==> src/rtl/ps2_pkg.sv <==
// Shared types and constants for the PS/2 keyboard receiver: FSM states,
// prefix codes, the discard-code list and ps2_key field positions.
package ps2_pkg;

    typedef enum logic [1:0] {
        IDLE,
        DATA,
        PARITY,
        STOP
    } ps2_state_t;

    localparam int PS2_KEY_W = 11;

    localparam logic [7:0] PS2_EXT = 8'hE0;
    localparam logic [7:0] PS2_BRK = 8'hF0;

    // Keyboard replies (ACK, BAT ok, echo, resend) and error codes carry no key
    localparam int                           PS2_DISCARD_NUM  = 6;
    localparam logic [PS2_DISCARD_NUM*8-1:0] PS2_DISCARD_LIST =
        {8'hFA, 8'hAA, 8'hEE, 8'hFE, 8'h00, 8'hFF};

    localparam int KEY_TOGGLE  = 10;
    localparam int KEY_PRESSED = 9;
    localparam int KEY_EXT     = 8;

    function automatic logic is_discard(input logic [7:0] code);
        logic hit;
        hit = 1'b0;
        for (int i = 0; i < PS2_DISCARD_NUM; i++) begin
            if (PS2_DISCARD_LIST[i*8 +: 8] == code) begin
                hit = 1'b1;
            end
        end
        return hit;
    endfunction

endpackage

==> src/rtl/ps2_key_rx_if.sv <==
// Pin and key-event bundle between the PS/2 pins and the keyboard matrix.
interface ps2_key_rx_if;
    import ps2_pkg::*;

    logic                 ps2_clk;
    logic                 ps2_data;
    logic [PS2_KEY_W-1:0] ps2_key;
    logic                 frame_err;
    logic                 busy;

    modport master (
        output ps2_clk,
        output ps2_data,
        input  ps2_key,
        input  frame_err,
        input  busy
    );

    modport slave (
        input  ps2_clk,
        input  ps2_data,
        output ps2_key,
        output frame_err,
        output busy
    );

endinterface

==> src/rtl/ps2_filter.sv <==
// Two-flop synchronizer followed by a glitch filter: the output level only
// follows the input after FILTER_LEN consecutive equal synchronized samples.
module ps2_filter #(
    parameter int FILTER_LEN = 8
) (
    input  logic clk_sys,
    input  logic reset_n,
    input  logic i_pin,
    output logic o_level
);

    localparam int CW = (FILTER_LEN > 1) ? $clog2(FILTER_LEN) : 1;

    logic [1:0]    r_sync;
    logic          r_level;
    logic [CW-1:0] r_cnt;

    always_ff @(posedge clk_sys or negedge reset_n) begin
        if (!reset_n) begin
            r_sync  <= 2'b11;
            r_level <= 1'b1;
            r_cnt   <= '0;
        end else begin
            r_sync <= {r_sync[0], i_pin};
            if (r_sync[1] == r_level) begin
                r_cnt <= '0;
            end else if (r_cnt == CW'(FILTER_LEN - 1)) begin
                r_level <= r_sync[1];
                r_cnt   <= '0;
            end else begin
                r_cnt <= r_cnt + 1'b1;
            end
        end
    end

    assign o_level = r_level;

endmodule

==> src/rtl/ps2_key_rx.sv <==
// PS/2 keyboard receiver: frames bytes off the pins and folds E0/F0 prefixes
// into ps2_key events. Define PS2_PARITY_CHECK_EN to reject bad-parity frames.
module ps2_key_rx
    import ps2_pkg::*;
#(
    parameter int FILTER_LEN     = 8,
    parameter int TIMEOUT_CYCLES = 25000
) (
    input logic          clk_sys,
    input logic          reset_n,
    ps2_key_rx_if.slave  bus
);

    localparam int TW = (TIMEOUT_CYCLES > 2) ? $clog2(TIMEOUT_CYCLES) : 1;

    logic                 w_clk_f;
    logic                 w_data_f;
    logic                 w_fall;
    logic                 w_timeout;
    logic                 w_parity_ok;

    logic                 r_clk_prev;
    ps2_state_t           r_state,   w_state_next;
    logic [2:0]           r_bit_cnt, w_bit_cnt_next;
    logic [7:0]           r_shift,   w_shift_next;
    logic                 r_parity,  w_parity_next;
    logic                 r_ext,     w_ext_next;
    logic                 r_brk,     w_brk_next;
    logic [TW-1:0]        r_tmo,     w_tmo_next;
    logic [PS2_KEY_W-1:0] r_key,     w_key_next;
    logic                 r_err,     w_err_next;

    ps2_filter #(.FILTER_LEN(FILTER_LEN)) u_clk_filter (
        .clk_sys (clk_sys),
        .reset_n (reset_n),
        .i_pin   (bus.ps2_clk),
        .o_level (w_clk_f)
    );

    ps2_filter #(.FILTER_LEN(FILTER_LEN)) u_data_filter (
        .clk_sys (clk_sys),
        .reset_n (reset_n),
        .i_pin   (bus.ps2_data),
        .o_level (w_data_f)
    );

    assign w_fall    = r_clk_prev & ~w_clk_f;
    assign w_timeout = (r_state != IDLE) && (r_tmo == TW'(TIMEOUT_CYCLES - 1));

`ifdef PS2_PARITY_CHECK_EN
    assign w_parity_ok = ^{r_shift, r_parity};
`else
    logic w_unused_parity;
    assign w_unused_parity = r_parity;
    assign w_parity_ok     = 1'b1;
`endif

    always_comb begin
        w_state_next   = r_state;
        w_bit_cnt_next = r_bit_cnt;
        w_shift_next   = r_shift;
        w_parity_next  = r_parity;
        w_ext_next     = r_ext;
        w_brk_next     = r_brk;
        w_key_next     = r_key;
        w_err_next     = 1'b0;
        w_tmo_next     = (r_state == IDLE || w_fall) ? '0 : r_tmo + 1'b1;

        case (r_state)
            IDLE: begin
                if (w_fall) begin
                    if (!w_data_f) begin
                        w_state_next   = DATA;
                        w_bit_cnt_next = 3'd0;
                    end else begin
                        w_err_next = 1'b1;
                    end
                end
            end
            DATA: begin
                if (w_fall) begin
                    w_shift_next   = {w_data_f, r_shift[7:1]};
                    w_bit_cnt_next = r_bit_cnt + 3'd1;
                    if (r_bit_cnt == 3'd7) begin
                        w_state_next = PARITY;
                    end
                end
            end
            PARITY: begin
                if (w_fall) begin
                    w_parity_next = w_data_f;
                    w_state_next  = STOP;
                end
            end
            STOP: begin
                if (w_fall) begin
                    w_state_next = IDLE;
                    if (w_data_f && w_parity_ok) begin
                        if (r_shift == PS2_EXT) begin
                            w_ext_next = 1'b1;
                        end else if (r_shift == PS2_BRK) begin
                            w_brk_next = 1'b1;
                        end else begin
                            // Prefixes only ever qualify the next real key
                            if (!is_discard(r_shift)) begin
                                w_key_next[KEY_TOGGLE]  = ~r_key[KEY_TOGGLE];
                                w_key_next[KEY_PRESSED] = ~r_brk;
                                w_key_next[KEY_EXT]     = r_ext;
                                w_key_next[7:0]         = r_shift;
                            end
                            w_ext_next = 1'b0;
                            w_brk_next = 1'b0;
                        end
                    end else begin
                        w_err_next = 1'b1;
                    end
                end
            end
            default: w_state_next = IDLE;
        endcase

        if (w_timeout && !w_fall) begin
            w_state_next = IDLE;
            w_err_next   = 1'b1;
        end
    end

    always_ff @(posedge clk_sys or negedge reset_n) begin
        if (!reset_n) begin
            r_clk_prev <= 1'b1;
            r_state    <= IDLE;
            r_bit_cnt  <= '0;
            r_shift    <= '0;
            r_parity   <= 1'b0;
            r_ext      <= 1'b0;
            r_brk      <= 1'b0;
            r_tmo      <= '0;
            r_key      <= '0;
            r_err      <= 1'b0;
        end else begin
            r_clk_prev <= w_clk_f;
            r_state    <= w_state_next;
            r_bit_cnt  <= w_bit_cnt_next;
            r_shift    <= w_shift_next;
            r_parity   <= w_parity_next;
            r_ext      <= w_ext_next;
            r_brk      <= w_brk_next;
            r_tmo      <= w_tmo_next;
            r_key      <= w_key_next;
            r_err      <= w_err_next;
        end
    end

    assign bus.ps2_key   = r_key;
    assign bus.frame_err = r_err;
    assign bus.busy      = (r_state != IDLE);

endmodule
==> src/flat_wrapper.sv <==
// flat-port wrapper written by rule: the top's interface ports become plain ports
module ps2_key_rx_flat import ps2_pkg::*;
#(
    parameter int FILTER_LEN     = 8,
    parameter int TIMEOUT_CYCLES = 25000
)
  (clk_sys, reset_n, bus_ps2_clk, bus_ps2_data, bus_ps2_key, bus_frame_err, bus_busy);
  ps2_key_rx_if bus_i ();
  input logic clk_sys;
  input logic reset_n;
  input wire logic [$bits(bus_i.ps2_clk)-1:0] bus_ps2_clk;
  input wire logic [$bits(bus_i.ps2_data)-1:0] bus_ps2_data;
  output wire logic [$bits(bus_i.ps2_key)-1:0] bus_ps2_key;
  output wire logic [$bits(bus_i.frame_err)-1:0] bus_frame_err;
  output wire logic [$bits(bus_i.busy)-1:0] bus_busy;
  assign bus_i.ps2_clk = bus_ps2_clk;
  assign bus_i.ps2_data = bus_ps2_data;
  assign bus_ps2_key = bus_i.ps2_key;
  assign bus_frame_err = bus_i.frame_err;
  assign bus_busy = bus_i.busy;
  ps2_key_rx #(.FILTER_LEN(FILTER_LEN), .TIMEOUT_CYCLES(TIMEOUT_CYCLES)) u_core (.clk_sys(clk_sys), .reset_n(reset_n), .bus(bus_i));
endmodule
==> config.mk <==
export PLATFORM = sky130hd
export DESIGN_NAME = ps2_key_rx_flat
export DESIGN_NICKNAME = d
export VERILOG_FILES = /design/src/rtl/ps2_pkg.sv /design/src/rtl/ps2_key_rx_if.sv /design/src/rtl/ps2_filter.sv /design/src/rtl/ps2_key_rx.sv /design/src/flat_wrapper.sv
export SDC_FILE = /design/constraint.sdc
export NUM_CORES = 1
export LEC_CHECK = 0
export CAP_MARGIN = 10
export CORE_UTILIZATION = 35
export DETAILED_ROUTE_END_ITERATION = 7
export GPL_TIMING_DRIVEN = 1
export SLEW_MARGIN = 25
export SYNTH_ARGS = -nofsm -noshare
export SYNTH_HDL_FRONTEND = slang
export SYNTH_SLANG_ARGS = --single-unit
==> constraint.sdc <==
create_clock -name clk_sys -period 4.4 [get_ports clk_sys]
set_input_delay 0.66 -clock clk_sys [delete_from_list [all_inputs] [get_ports clk_sys]]
set_output_delay 0.66 -clock clk_sys [all_outputs]
set_load 0.005 [all_outputs]
# ---- Word-level counts from Yosys, hierarchy flattened
# Index checks and enable logic that the tools add are counted.
dict set report totals {
  ff_bits 55
  latch_bits 0
  ramBits 0
  romBits 0
  input_bits 4
  output_inout_bits 13
  elab_cells 107
  memories 0
}
dict set report op_classes {
  addsub 4
  mul 0
  n_div 0
  order_cmp 0
  eq_ne 26
  shift 0
  muxes 37
  bitwise_logic 9
  n_reduce_logical 16
}
# op n
set ops {}
lappend ops {{$eq 8x8->1 const A} 5}
lappend ops {{$mux 3} 7}
lappend ops {{$mux 1} 19}
lappend ops {{$eq 8x8->1 const B} 2}
lappend ops {{$add 15x1->15 const B} 1}
lappend ops {{$eq 15x15->1 const B} 1}
lappend ops {{$mux 15} 1}
lappend ops {{$mux 2} 7}
lappend ops {{$ne 3x1->1 const B} 4}
lappend ops {{$reduce_and 4->1} 3}
lappend ops {{$reduce_and 6->1} 2}
lappend ops {{$add 3x1->3 const B} 3}
lappend ops {{$eq 3x3->1 const B} 3}
lappend ops {{$logic_not 8->1} 1}
lappend ops {{$not 1->1} 8}
lappend ops {{$pmux 2 s4} 1}
lappend ops {{$ne 2x1->1 const B} 3}
lappend ops {{$pmux 3 s2} 1}
lappend ops {{$reduce_and 2->1} 3}
lappend ops {{$eq 2x2->1 const B} 2}
lappend ops {{$reduce_bool 2->1} 2}
lappend ops {{$ne 3x2->1 const B} 1}
lappend ops {{$ne 3x3->1 const B} 1}
lappend ops {{$eq 1x1->1} 2}
lappend ops {{8 further kinds} 9}

# ---- Depth between registers and ports, before layout
dict set report logic_depth {
  word_depth 14
  mapped_depth 7
  ltp_nobuf 7
}

# ---- Modules after synthesis
# From an unflattened synthesis, not the netlist that was laid out.
dict set report unflattened {
  hier_cells 210
  hier_area_um2 2514.9
}
# module instances cells_each area_each_um2 seq_area_each_um2
set modules_own_cells {}
lappend modules_own_cells {ps2_key_rx 1 184 2067.0 1077.3}
lappend modules_own_cells {ps2_filter 2 13 224.0 153.9}

# ---- Worst setup path before layout
# OpenSTA, ideal clock, no wires.
dict set report synth_path {
  path_type {reg-to-reg}
  start {register u_core.u_data_filter.r_level (netlist: u_core.u_data_filter.o_level)}
  end {register u_core.r_key[1] (netlist: u_core.bus.ps2_key[1])}
  setup_time_ps 125
  arrival_time_ps 1620
  required_time_ps 4275
  setup_slack_ps 2655
  path_stages_with_launch 6
  path_buffers 1
  synth_period_minus_slack_ps 1745
  path_cell_list {dfstp_2 -> clkbuf_1 -> and3_1 -> nand2_1 -> nor2_4 -> mux2_4}
}
dict set report synth_via {
  elab_chain_cells 1
}
# element line
set synth_lines {}
lappend synth_lines {{start, declared} ps2_filter.sv:15} ;# logic r_level;
lappend synth_lines {{start signal, assigned} ps2_filter.sv:28} ;# r_level <= r_sync[1];
lappend synth_lines {{$reduce_and 6->1 (no line)} -}
lappend synth_lines {{end signal, assigned} ps2_key_rx.sv:149} ;# r_key <= w_key_next;
lappend synth_lines {{end, declared} ps2_key_rx.sv:30} ;# logic [PS2_KEY_W-1:0] r_key, w_key_next;
# No other way between the ends.
# A chain may end at the register's enable or synchronous reset.

# ---- Final worst setup path
dict set report layout_path {
  start {register u_core.r_state[0]}
  end {output bus_busy}
}
dict set report layout_via {
  elab_chain_cells 1
}
# element line
set layout_lines {}
lappend layout_lines {{start, declared} ps2_key_rx.sv:23} ;# ps2_state_t r_state, w_state_next;
lappend layout_lines {{start signal, assigned} ps2_key_rx.sv:142} ;# r_state <= w_state_next;
lappend layout_lines {{$reduce_bool 2->1} ps2_key_rx.sv:156} ;# assign bus.busy = (r_state != IDLE);
lappend layout_lines {{end, declared} flat_wrapper.sv:15} ;# output wire logic [$bits(bus_i.busy)-1:0] bus_busy;
# No other way between the ends.

==> impl_metrics.ini <==
[status]
status = completed

[synth]
synth_edf_count = 0
synth_top_area_share_pct = 48.5
synth_fp_nets = 224
syn_area_per_cell_um2 = 11.9
ys.flop_type = dfrtp_1
ys_seq_area_share_pct = 56.0
synthCells = 208
async_flop_share_pct = 100
synth_area_um2 = 2470
yosys_warnings = 0
synth.distinct_cells = 42
synth.area.top_cells = dfrtp_1, dfstp_2, ha_1
ys_ff_latch = 55
synth.largest_area_cell = dfrtp_1

[timing]
hold_violations = 0
worstMarginPinSlew_ns = 0.677
relSlewSlack_pct = 54.8
rsz0062_at_grt = false
timing.fmax_mhz = 428
setup_slack_ns = 2.06
slew_viol_final = 0
worst_clock_skew_ns = 0.00768
post-route-period-util_pct = 53.1
setup_violations = 0
finalSetupTns_ns = 0
min_period_ns = 2.34

[power_and_ir_drop]
p_leak_nw = 1.30
total_power_mw = 1.21
p_per_area_nw_per_um2 = 429
irDropWorstVdd_uv = 162

[route]
initialDrtViolationCount = 86
drcViolationCount = 0
dr_total_vias = 1526
totalWireLength_mm = 3.86
post_drt_wl_per_cell_um = 11.8
vias_per_cell = 4.68
dr.pass1.iters = 4
ant_nets = 0

[grt]
grt_pass1_wl_mm = 7.13
grt_remaining_overflow = 0
grt.total_usage_pct = 12.1
first_global_vias = 1531
grt_max_degree = 56
antenna_found_initial = 0

[cts]
root_buffer = clkbuf_8
cts_made_buffers = 5
cts_resized = 0
cts_sinks = 55
postCtsHoldBufs = 0
h-tree-depth = 2
clock_path_buffers = 2
cts_tree = built
cts.clk_slew.worst_paths_ns = 0.10
insertion_delay_ns = 0.31
post_cts_buffers = 0

[place]
place_area_um2 = 2750
gp_congestion = 0.712
placed_cells = 318
pre_cts_slack_ns = 2.36
hpwl_mm = 2.64
io_buffers = 16

[floorplan]
placementRows = 30
io_pins = 17
core_area_um2 = 6790
chipHeight_um = 86.1
fp.dieArea_um2 = 7410
die_w_um = 86.1
start_util_pct = 36.4

[critical_path]
cp_data_required_time_ns = 3.74
crit_path_end_kind = primary output
path_class = reg2out
cp_max_fo = 4
start_kind = flop
arrival_ns = 1.68

[layout]
multi_input_area_um2 = 1050
fill_cells = 657
syn_to_final_growth_pct = 14.4
nets = 245
final_cell_area_um2 = 2830
seq_area_um2 = 1390
instances_no_fill = 326
layout-drive-gt1-share_pct = 16.1
diodes = 0

[worst_hold_path]
holdCritPathClass = reg2reg

[run]
max-cap-violations = 0
## metrics by stage
| stage | util, % | hold WS (ns) |
|---|---|---|
| global route | 41.7 | 0.368 |
| CTS | 41.7 | 0.362 |
| floorplan | - | 0.345 |
| detailed placement | 40.4 | 0.347 |
| global placement | 40.4 | 0.346 |
| finish | 41.7 | 0.360 |
## synth_stat cells, types with 2 or more instances
cell and number:
nor4_1 3, ha_1 12, nor3b_1 2, o21ai_1 3, a21oi_1 5, nand3_1 9
nand4_1 4, mux2_4 5, a22o_1 2, a32o_1 2, nor3_1 2, dfstp_2 7
xor2_1 9, nor2_1 23, inv_1 7, and2_1 5, nand2_1 11, and3_1 6
clkbuf_1 3, xnor2_1 7, o21ai_0 2, o2bb2ai_1 3, mux2_2 10, dfrtp_1 48
## worst max-delay path, stage by stage, from the launching register on
cell             delay (ns)
dfrtp_1                0.41
inv_1                  0.10
ha_1                   0.24
inv_1                  0.10
clkdlybuf4s50_1        0.52
## registers in the layout, summed over array words and instances, names as in the netlist
signal	count
u_core.r_bit_cnt	3
u_core.u_clk_filter.o_level	1
u_core.r_state	2
u_core.u_clk_filter.r_cnt	3
u_core.r_shift	8
u_core.r_tmo	15
u_core.r_clk_prev	1
u_core.u_data_filter.o_level	1
u_core.r_ext	1
u_core.u_data_filter.r_sync	2
u_core.r_brk	1
u_core.u_data_filter.r_cnt	3
u_core.u_clk_filter.r_sync	2
u_core.bus.ps2_key	11
u_core.bus.frame_err	1
## kinds of logic (layout without fill, tap and decap cells)
kind of cell,Yosys count,count (layout),share of synthesized area [%]
DFF,55,55,56.0
adders and majority gates,12,12,6.07
AOI/OAI and AO/OA,23,23,6.57
xor gates and xnor gates,16,16,5.66
and+or+nand+nor,76,76,16.2
buffers and inverters,10,32,1.52
muxes,16,16,7.99
## layout by cell type (no fill, tap or decap), drive strengths merged, types with 4 or more instances in the layout
master         Yosys  routed
ha                12      12
xor2               9       9
a21oi              5       5
inv                7       7
clkdlybuf4s50      0      15
mux2              15      15
nand4              4       4
nor2              24      24
clkbuf             3       5
and2               5       5
dfrtp             48      48
xnor2              7       7
nand2             11      11
nand3              9       9
o21ai              5       5
dfstp              7       7
and3               6       6
## final timing paths
kind                       slack, ns                          start  depth (start not counted)                       endpoint
max in group asynchronous       3.47                        reset_n                          2  u_core.u_data_filter.r_cnt[1]
max reg2reg                     2.37    u_core.u_clk_filter.o_level                          5              u_core.r_state[1]
max                             2.06              u_core.r_state[0]                          4                       bus_busy
min in group asynchronous       0.45                        reset_n                          2                u_core.r_tmo[0]
min                             0.36  u_core.u_clk_filter.r_sync[0]                          0  u_core.u_clk_filter.r_sync[1]
min reg2reg                     0.36  u_core.u_clk_filter.r_sync[0]                          0  u_core.u_clk_filter.r_sync[1]
## where the power goes
group | total (mW) | switching, mW | internal [mW]
registers | 0.645 | 0.0591 | 0.586
clock network | 0.269 | 0.160 | 0.109
logic | 0.300 | 0.166 | 0.134
## routing by layer
| layer | vias up | routed length [µm] | track usage, % |
|---|---|---|---|
| li1 | 770 | - | - |
| met1 | 738 | 2060 | 17.1 |
| met2 | 13 | 1660 | 17.7 |
| met3 | 5 | 65 | 2.60 |
| met4 | 0 | 68 | 5.45 |
| met5 | - | 0 | 0 |
## layout make-up
type	instances	area share, %
Clock buffer	5	2.43
Timing Repair Buffer	17	5.75
Sequential cell	55	48.9
Tap cell	96	4.24
Clock inverter	3	0.531
Multi-Input combinational cell	143	37.2
Inverter	7	0.928
Power figures use the tool's default switching activity.
